**src/rtl/alu_mc.sv**
```systemverilog
// alu_mc: multi-cycle integer ALU with start/ready/valid handshake.
// Simple ops complete one cycle after accept; the optional iterative
// multiply/divide unit (compiled only when ALU_MC_MDU_EN is defined)
// runs one radix-2 step per cycle for WIDTH cycles.
//
// state | meaning
// IDLE  | ready_o=1, waiting for start_i
// BUSY  | iterating multiply/divide (only with ALU_MC_MDU_EN)
// DONE  | result registered, valid_o=1 for this single cycle
module alu_mc #(
  parameter  int WIDTH = 32,
  localparam int SHW   = $clog2(WIDTH)
) (
  input  logic             clk,
  input  logic             reset,
  input  logic             start_i,
  input  logic [4:0]       ALU_Operation_i,
  input  logic [WIDTH-1:0] A_i,
  input  logic [WIDTH-1:0] B_i,
  output logic             ready_o,
  output logic             valid_o,
  output logic [WIDTH-1:0] ALU_Result_o,
  output logic             Zero_o,
  output logic             illegal_o
);

  localparam logic [4:0] OP_ADD   = 5'b00000;
  localparam logic [4:0] OP_SUB   = 5'b00001;
  localparam logic [4:0] OP_LUI   = 5'b00010;
  localparam logic [4:0] OP_AND   = 5'b00011;
  localparam logic [4:0] OP_OR    = 5'b00100;
  localparam logic [4:0] OP_XOR   = 5'b00101;
  localparam logic [4:0] OP_SLL   = 5'b00110;
  localparam logic [4:0] OP_SRL   = 5'b00111;
  localparam logic [4:0] OP_SRA   = 5'b01000;
  localparam logic [4:0] OP_SLT   = 5'b01001;
  localparam logic [4:0] OP_SLTU  = 5'b01010;
`ifdef ALU_MC_MDU_EN
  localparam logic [4:0] OP_MUL   = 5'b10000;
  localparam logic [4:0] OP_MULHU = 5'b10001;
  localparam logic [4:0] OP_DIV   = 5'b10010;
  localparam logic [4:0] OP_DIVU  = 5'b10011;
  localparam logic [4:0] OP_REM   = 5'b10100;
  localparam logic [4:0] OP_REMU  = 5'b10101;

  localparam logic [WIDTH-1:0] MOST_NEG = {1'b1, {(WIDTH-1){1'b0}}};
  localparam logic [SHW-1:0]   CNT_LAST = SHW'(WIDTH - 1);
  localparam logic [SHW-1:0]   CNT_ONE  = SHW'(1);
`endif

  typedef enum logic [1:0] {
    ST_IDLE = 2'd0,
`ifdef ALU_MC_MDU_EN
    ST_BUSY = 2'd2,
`endif
    ST_DONE = 2'd1
  } state_t;

  state_t state_q, state_d;

  logic [WIDTH-1:0] result_q;
  logic             zero_q;
  logic             ill_q;

  logic [WIDTH-1:0] simple_res;
  logic             simple_ill;
  logic             is_mdu;
  logic [SHW-1:0]   shamt;

  assign shamt = B_i[SHW-1:0];

`ifdef ALU_MC_MDU_EN
  logic [2*WIDTH-1:0] acc_q;
  logic [WIDTH-1:0]   opb_q;
  logic [SHW-1:0]     cnt_q;
  logic [4:0]         op_q;
  logic               neg_quo_q;
  logic               neg_rem_q;

  logic               div_signed;
  logic               is_div_q;
  logic [WIDTH-1:0]   a_mag;
  logic [WIDTH-1:0]   b_mag;
  logic [WIDTH:0]     mul_sum;
  logic [WIDTH:0]     rem_sh;
  logic [WIDTH:0]     rem_diff;
  logic               q_bit;
  logic [WIDTH-1:0]   rem_new;
  logic [2*WIDTH-1:0] step_next;
  logic [WIDTH-1:0]   mdu_res;
`endif

  // Single-cycle results, plus detection of ops that must go to the MDU.
  always_comb begin
    simple_res = '0;
    simple_ill = 1'b0;
    is_mdu     = 1'b0;
    case (ALU_Operation_i)
      OP_ADD:  simple_res = A_i + B_i;
      OP_SUB:  simple_res = A_i - B_i;
      OP_LUI:  simple_res = B_i;
      OP_AND:  simple_res = A_i & B_i;
      OP_OR:   simple_res = A_i | B_i;
      OP_XOR:  simple_res = A_i ^ B_i;
      OP_SLL:  simple_res = A_i << shamt;
      OP_SRL:  simple_res = A_i >> shamt;
      OP_SRA:  simple_res = $unsigned($signed(A_i) >>> shamt);
      OP_SLT:  simple_res = {{(WIDTH-1){1'b0}}, ($signed(A_i) < $signed(B_i))};
      OP_SLTU: simple_res = {{(WIDTH-1){1'b0}}, (A_i < B_i)};
`ifdef ALU_MC_MDU_EN
      OP_MUL, OP_MULHU: is_mdu = 1'b1;
      // Divide-by-zero and signed overflow resolve here without iterating.
      OP_DIV: begin
        if (B_i == '0)                          simple_res = '1;
        else if (A_i == MOST_NEG && B_i == '1)  simple_res = A_i;
        else                                    is_mdu = 1'b1;
      end
      OP_DIVU: begin
        if (B_i == '0) simple_res = '1;
        else           is_mdu = 1'b1;
      end
      OP_REM: begin
        if (B_i == '0)                          simple_res = A_i;
        else if (A_i == MOST_NEG && B_i == '1)  simple_res = '0;
        else                                    is_mdu = 1'b1;
      end
      OP_REMU: begin
        if (B_i == '0) simple_res = A_i;
        else           is_mdu = 1'b1;
      end
`endif
      default: simple_ill = 1'b1;
    endcase
  end

  // State register.
  always_ff @(posedge clk or negedge reset) begin
    if (!reset) state_q <= ST_IDLE;
    else        state_q <= state_d;
  end

  // Next-state logic.
  always_comb begin
    state_d = state_q;
    case (state_q)
      ST_IDLE: begin
        if (start_i) begin
`ifdef ALU_MC_MDU_EN
          if (is_mdu) state_d = ST_BUSY;
          else        state_d = ST_DONE;
`else
          state_d = ST_DONE;
`endif
        end
      end
`ifdef ALU_MC_MDU_EN
      ST_BUSY: if (cnt_q == CNT_LAST) state_d = ST_DONE;
`endif
      ST_DONE: state_d = ST_IDLE;
      default: state_d = ST_IDLE;
    endcase
  end

`ifdef ALU_MC_MDU_EN
  assign div_signed = (ALU_Operation_i == OP_DIV) || (ALU_Operation_i == OP_REM);
  assign a_mag      = (div_signed && A_i[WIDTH-1]) ? -A_i : A_i;
  assign b_mag      = (div_signed && B_i[WIDTH-1]) ? -B_i : B_i;
  assign is_div_q   = (op_q != OP_MUL) && (op_q != OP_MULHU);

  // One radix-2 step: shift-add multiply or restoring divide on acc_q.
  always_comb begin
    mul_sum   = {1'b0, acc_q[2*WIDTH-1:WIDTH]} + (acc_q[0] ? {1'b0, opb_q} : '0);
    rem_sh    = {acc_q[2*WIDTH-1:WIDTH], acc_q[WIDTH-1]};
    rem_diff  = rem_sh - {1'b0, opb_q};
    q_bit     = ~rem_diff[WIDTH];
    rem_new   = q_bit ? rem_diff[WIDTH-1:0] : rem_sh[WIDTH-1:0];
    step_next = is_div_q ? {rem_new, acc_q[WIDTH-2:0], q_bit}
                         : {mul_sum, acc_q[WIDTH-1:1]};
    case (op_q)
      OP_MUL:           mdu_res = step_next[WIDTH-1:0];
      OP_MULHU:         mdu_res = step_next[2*WIDTH-1:WIDTH];
      OP_DIV, OP_DIVU:  mdu_res = neg_quo_q ? -step_next[WIDTH-1:0]
                                            : step_next[WIDTH-1:0];
      default:          mdu_res = neg_rem_q ? -step_next[2*WIDTH-1:WIDTH]
                                            : step_next[2*WIDTH-1:WIDTH];
    endcase
  end

  // MDU operand latch at accept, then one step per BUSY cycle.
  always_ff @(posedge clk or negedge reset) begin
    if (!reset) begin
      acc_q     <= '0;
      opb_q     <= '0;
      cnt_q     <= '0;
      op_q      <= '0;
      neg_quo_q <= 1'b0;
      neg_rem_q <= 1'b0;
    end else if (state_q == ST_IDLE && start_i && is_mdu) begin
      acc_q     <= {{WIDTH{1'b0}}, a_mag};
      opb_q     <= b_mag;
      cnt_q     <= '0;
      op_q      <= ALU_Operation_i;
      neg_quo_q <= div_signed && (A_i[WIDTH-1] ^ B_i[WIDTH-1]);
      neg_rem_q <= div_signed && A_i[WIDTH-1];
    end else if (state_q == ST_BUSY) begin
      acc_q <= step_next;
      cnt_q <= cnt_q + CNT_ONE;
    end
  end
`endif

  // Result, zero and illegal flags change only on completion.
  always_ff @(posedge clk or negedge reset) begin
    if (!reset) begin
      result_q <= '0;
      zero_q   <= 1'b1;
      ill_q    <= 1'b0;
    end else if (state_q == ST_IDLE && start_i && !is_mdu) begin
      result_q <= simple_res;
      zero_q   <= (simple_res == '0);
      ill_q    <= simple_ill;
    end
`ifdef ALU_MC_MDU_EN
    else if (state_q == ST_BUSY && cnt_q == CNT_LAST) begin
      result_q <= mdu_res;
      zero_q   <= (mdu_res == '0);
      ill_q    <= 1'b0;
    end
`endif
  end

  assign ready_o      = (state_q == ST_IDLE);
  assign valid_o      = (state_q == ST_DONE);
  assign illegal_o    = (state_q == ST_DONE) && ill_q;
  assign ALU_Result_o = result_q;
  assign Zero_o       = zero_q;

endmodule
```
**config.mk**
```make
export PLATFORM = sky130hd
export DESIGN_NAME = alu_mc
export DESIGN_NICKNAME = d
export VERILOG_FILES = /design/src/rtl/alu_mc.sv
export SDC_FILE = /design/constraint.sdc
export NUM_CORES = 1
export LEC_CHECK = 0
export CAP_MARGIN = 10
export CORE_ASPECT_RATIO = 2
export CORE_MARGIN = 1.5
export CORE_UTILIZATION = 55
export DETAILED_ROUTE_END_ITERATION = 7
export PLACE_DENSITY = 0.77
export RECOVER_POWER = 100
export SLEW_MARGIN = 15
export SYNTH_ARGS = -nofsm -noshare
export SYNTH_HDL_FRONTEND = slang
export SYNTH_SLANG_ARGS = --single-unit
```
**constraint.sdc**
```tcl
create_clock -name clk -period 2.7 [get_ports clk]
set_clock_uncertainty 0.05 [all_clocks]
set_input_delay 0.54 -clock clk [delete_from_list [all_inputs] [get_ports clk]]
set_output_delay 0.54 -clock clk [all_outputs]
set_load 0.05 [all_outputs]
```
==> results of run 1 <==
[synthesized netlist by cell type (12+ instances only)]
cell | n | area share
sky130_fd_sc_hd__nand2_1 | 163 | 0.053
sky130_fd_sc_hd__nor2_1 | 136 | 0.044
sky130_fd_sc_hd__a21oi_1 | 117 | 0.051
sky130_fd_sc_hd__ha_1 | 102 | 0.11
sky130_fd_sc_hd__o21ai_0 | 93 | 0.041
sky130_fd_sc_hd__inv_1 | 88 | 0.029
sky130_fd_sc_hd__clkbuf_1 | 74 | 0.024
sky130_fd_sc_hd__mux2i_1 | 59 | 0.051
sky130_fd_sc_hd__mux4_2 | 49 | 0.096
sky130_fd_sc_hd__a211oi_1 | 41 | 0.027
sky130_fd_sc_hd__o211ai_1 | 39 | 0.026
sky130_fd_sc_hd__nor3_1 | 37 | 0.016
sky130_fd_sc_hd__dfrtp_1 | 34 | 0.074
sky130_fd_sc_hd__nand3_1 | 34 | 0.015
sky130_fd_sc_hd__mux2_2 | 29 | 0.028
sky130_fd_sc_hd__buf_2 | 26 | 0.011
sky130_fd_sc_hd__nand2b_1 | 23 | 0.013
sky130_fd_sc_hd__o22ai_1 | 22 | 0.012
sky130_fd_sc_hd__a221oi_1 | 19 | 0.014
sky130_fd_sc_hd__a22oi_1 | 16 | 0.010
sky130_fd_sc_hd__nor4_1 | 15 | 0.0082
sky130_fd_sc_hd__or3_1 | 15 | 0.0082
sky130_fd_sc_hd__a22o_1 | 14 | 0.011
sky130_fd_sc_hd__buf_1 | 14 | 0.0046
sky130_fd_sc_hd__o31ai_1 | 14 | 0.0092
sky130_fd_sc_hd__a31oi_1 | 13 | 0.0071
sky130_fd_sc_hd__a21o_1 | 12 | 0.0078
sky130_fd_sc_hd__o2111ai_1 | 12 | 0.0092
sky130_fd_sc_hd__or2_2 | 12 | 0.0065
[cells by family after synthesis]
| kind of cell | after synthesis | synth area share |
|---|---|---|
| mux | 140 | 0.182 |
| xor+xnor | 14 | 0.0107 |
| buf+inv | 220 | 0.0811 |
| simple gates | 500 | 0.207 |
| fa+ha+maj | 104 | 0.115 |
| compound gates | 544 | 0.329 |
| flops | 35 | 0.0764 |
[metrics by stage]
| step | util | setup TNS (ps) |
|---|---|---|
| after detailed placement | 0.855 | -36880 |
| after global placement | 0.855 | -32870 |
| after floorplan | - | -7960 |
==> results.toml, run 1 <==
[logic_synthesis]
synth-seq-cells = 35
dominantRegCellSynth = "sky130_fd_sc_hd__dfrtp_1"
post_synth_num_cell_types = 94
synth_warnings = 0
synthArstFlopShare = 1.00
netlist_area_um2 = 11500
synth_nets = 1733
synth_sequential_area_ratio = 0.0764
syn_inst = 1557
synth_area_per_cell_um2 = 7.37
synth_enable_flop_cells = 0

[run_status]
outcome = "aborted with a tool error"
failing_step = "clock tree synthesis (4_1_cts)"
toolErrorMsg = "[ERROR DPL-0033] detailed placement checks failed during check placement."

[clocking]
post-cts-setup-buffer-count = 92
hold_buffer_count_at_cts = 0
tritoncts_num_sinks = 35
cts.root.buffer_cell = "sky130_fd_sc_hd__clkbuf_16"
cts_max_level = 2
resized_after_cts = 547
cts_buffers = 5
clk_path_buf_depth = 2

[floorplanning]
height_of_the_chip_um = 207
dieWidth_um = 105
floorplan.rows = 74
ioPinCount = 108
initial_core_util = 0.561

[placement]
dpl.hpwl_um = 50700
dp_cells = 2439
port-buffer-count = 107
detailed_place.area_um2 = 17500
dp_worst_setup_slack_ps = -2200
gpl.final_weighted_congestion = 1.30
==> run 2, diff against run 1 <==
- CORE_ASPECT_RATIO: 2 -> not set
- CORE_UTILIZATION: 55 -> 40
- PLACE_DENSITY: 0.77 -> not set
- PLACE_DENSITY_LB_ADDON: not set -> 0.15
==> run 2 against run 1 <==
Against the previous run:
- the flow now finishes, with violations (setup timing)
- synthesized cell count unchanged
- synthesized area is the same
==> results.toml, run 2 <==
[logic_synthesis]
cell_taking_the_most_area_after_synthesis = "sky130_fd_sc_hd__ha_1"
synth_area_per_cell_um2 = 7.37
synth-seq-cells = 35
synth_warnings = 0
post_synth_num_cell_types = 94
synthArstFlopShare = 1.00
synth.cells.most_frequent = "sky130_fd_sc_hd__nand2_1 (163), sky130_fd_sc_hd__nor2_1 (136), sky130_fd_sc_hd__a21oi_1 (117)"
synthMostInstantiatedCell = "sky130_fd_sc_hd__nand2_1"
synth_top_area_frac = 0.111
synth_nets = 1733
dominantRegCellSynth = "sky130_fd_sc_hd__dfrtp_1"
netlist_area_um2 = 11500
synth_area_leaders = "sky130_fd_sc_hd__ha_1 (11%), sky130_fd_sc_hd__mux4_2 (9.6%), sky130_fd_sc_hd__dfrtp_1 (7.4%)"
synth_sequential_area_ratio = 0.0764
syn_inst = 1557
synth_enable_flop_cells = 0

[power_and_ir_drop]
sw_frac_of_total = 0.460
power_w = 0.00593
p_seq_frac = 0.105
p_clk_frac = 0.090
netSwitchingPower_w = 0.00273
cell_internal_pwr_w = 0.00320
combinational_power_share = 0.805
power.leakage_nw = 9.68
cellPowerDensity_nw_per_um2 = 273
max-vdd-ir-drop_mv = 0.180

[grt]
vias_in_the_first_global_route = 17000
wire_length_of_the_first_global_routing_pass_um = 102000
grt.total_usage = 0.460
overflow = 0
grt_antenna_before_repair = 3
grt_start_max_net_pins = 46

[floorplanning]
dieWidth_um = 172
fp.dieArea_um2 = 29700
floorplan.rows = 61
ioPinCount = 108
initial_core_util = 0.410
core_area_um2 = 28000
height_of_the_chip_um = 172

[clocking]
cts_tree = "done"
worst_setup_hold_path_clk_slew_ps = 50
worstSkewPairLatency_ps = 280
cts.root.buffer_cell = "sky130_fd_sc_hd__clkbuf_16"
cts_buffers = 5
tritoncts_num_sinks = 35
cts_max_level = 2
clk_path_buf_depth = 2

[routing]
routed-wl-met2_um = 30500
post_drt_wl_per_cell_um = 25.7
drtAntennaViolNets = 0
detail_route.iter0.violations = 2171
drt_drc_violations_left = 0
wl_um = 70400
wirelength_met1_um = 26900
routed_via_count = 17600
wl_met3_um = 7920
via_per_inst = 6.43
firstDrtPassIters = 5
top_layer_used = "met5"

[cells_and_area]
insertedDiodeCount = 0
instances_no_fill = 2741
multi_input_area_um2 = 12000
area_growth_pct = 89.4
layout.filler_cells = 2003
seqCellArea_um2 = 877
finalInstanceArea_um2 = 21700
mostFrequentLayoutCells = "sky130_fd_sc_hd__buf_4 (696), sky130_fd_sc_hd__nand2_1 (152), sky130_fd_sc_hd__nor2_1 (114)"
layout_commonest_cell = "sky130_fd_sc_hd__buf_4"
drive_gt1_frac = 0.561
finalNetCount = 2538
largest_register_ffs = 32

[run_status]
outcome = "finished, violations left"
failed_checks = "setup timing"

[setup_path]
startpoint_type = "input pin"
worstSetupPathType = "input pin to flop"
worst-path-max-fanout = 6
critPathArrivalTime_ps = 3800
data_required_critical_path_ps = 2870
worst_setup_path_end_kind = "flop"

[sta]
max_freq_ghz = 0.276
layout_worst_path_cycle_share = 1.34
hold_violations = 0
layout_setup_ws_ps = -926
tightestPinTransition_ps = 1010
relSlewSlack = 0.324
setup-violations-final = 32
rsz0062_at_grt = "true"
period_minus_slack_ps = 3630
final_max_slew_viol_count = 0

[placement]
port-buffer-count = 107
detailed_place.area_um2 = 17800
dp_cells = 2564
dpl.hpwl_um = 52400
gpl.final_weighted_congestion = 1.05

[min_path]
holdCritPathClass = "flop to flop"

[flow_run]
max_cap_violations = 0
[run 2: through the flow]
step	util	hold slack [ps]	worst slack [ps]	TNS (ps)
6_report	0.776	422	-926	-11050
5_1_grt	0.776	439	-999	-12850
4_1_cts	0.755	425	-914	-9450
3_5_place_dp	0.634	412	-2140	-36770
3_3_place_gp	0.634	409	-2120	-36360
2_1_floorplan	-	194	-956	-7960
[run 2: path summary, 6_finish.rpt]
check / from / to / slack, ps / depth (start not counted)
worst min register to register: ALU_Result_o[12]$_DFFE_PN0P_ / ALU_Result_o[12]$_DFFE_PN0P_ / 420 / 2
worst max-delay path: B_i[0] / Zero_o$_DFFE_PN1P_ / -930 / 15
worst min-delay path: ALU_Result_o[12]$_DFFE_PN0P_ / ALU_Result_o[12]$_DFFE_PN0P_ / 420 / 2
min in group asynchronous: reset / ALU_Result_o[12]$_DFFE_PN0P_ / 840 / 2
max in group asynchronous: reset / ALU_Result_o[0]$_DFFE_PN0P_ / 1250 / 2
worst max register to register: state_q[0]$_DFFE_PN0P_ / Zero_o$_DFFE_PN1P_ / 0 / 11
[run 2: critical path, stage by stage]
cell,delay (ps)
sky130_fd_sc_hd__buf_16,120
sky130_fd_sc_hd__buf_4,150
sky130_fd_sc_hd__buf_6,130
sky130_fd_sc_hd__mux4_2,530
sky130_fd_sc_hd__mux2i_1,160
sky130_fd_sc_hd__buf_4,140
sky130_fd_sc_hd__mux2_4,140
sky130_fd_sc_hd__a22oi_2,90
sky130_fd_sc_hd__or4_4,570
sky130_fd_sc_hd__nor3_4,190
sky130_fd_sc_hd__o22ai_1,130
sky130_fd_sc_hd__nor4_1,240
sky130_fd_sc_hd__and4b_2,310
sky130_fd_sc_hd__and4_1,180
sky130_fd_sc_hd__a32o_1,160
[run 2: layout make-up]
| cell class | instances | share of cell area |
|---|---|---|
| multi-input cells | 1302 | 0.553 |
| inverters | 93 | 0.0186 |
| clock buffers | 7 | 0.00610 |
| clock inverters | 1 | 0.000230 |
| repair buffers | 925 | 0.360 |
| flip-flops and latches | 35 | 0.0403 |
| well taps | 378 | 0.0217 |
[run 2: kinds of logic (layout without fill, tap and decap cells)]
group,after synthesis,count (layout),synth area share
muxes,140,140,0.182
xor gates and xnor gates,14,14,0.0107
DFF,35,35,0.0764
adders and majority gates,104,104,0.115
buffers and inverters,220,1026,0.0811
AOI/OAI and AO/OA,544,544,0.329
and+or+nand+nor,500,500,0.207
[run 2: what timing repair did]
item	4_1_cts	5_1_grt
setup buffers	161	25
setup endpoints to repair	33	32
cloned	7	0
pin swaps	168	78
hold buffers	0	0
gates resized for setup	663	128
[run 2: power groups by stage]
| stage | combinational (W) | sequential, W | clock, W |
|---|---|---|---|
| global route | 0.00496 | 0.000630 | 0.000558 |
| finish | 0.00477 | 0.000623 | 0.000535 |
| CTS | 0.00443 | 0.000624 | 0.000543 |
| floorplan | 0.00163 | 0.000854 | 0 |
| detailed placement | 0.00367 | 0.000632 | 0 |
| global placement | 0.00363 | 0.000629 | 0 |
[run 2: layer usage]
layer / vias to the layer above / GRT usage
met3: 369 / 0.0730
met5: - / 0
li1: 7521 / -
met1: 8402 / 0.602
met4: 2 / 0.246
met2: 1317 / 0.726
Note: power is estimated with default switching activity, not from simulation.
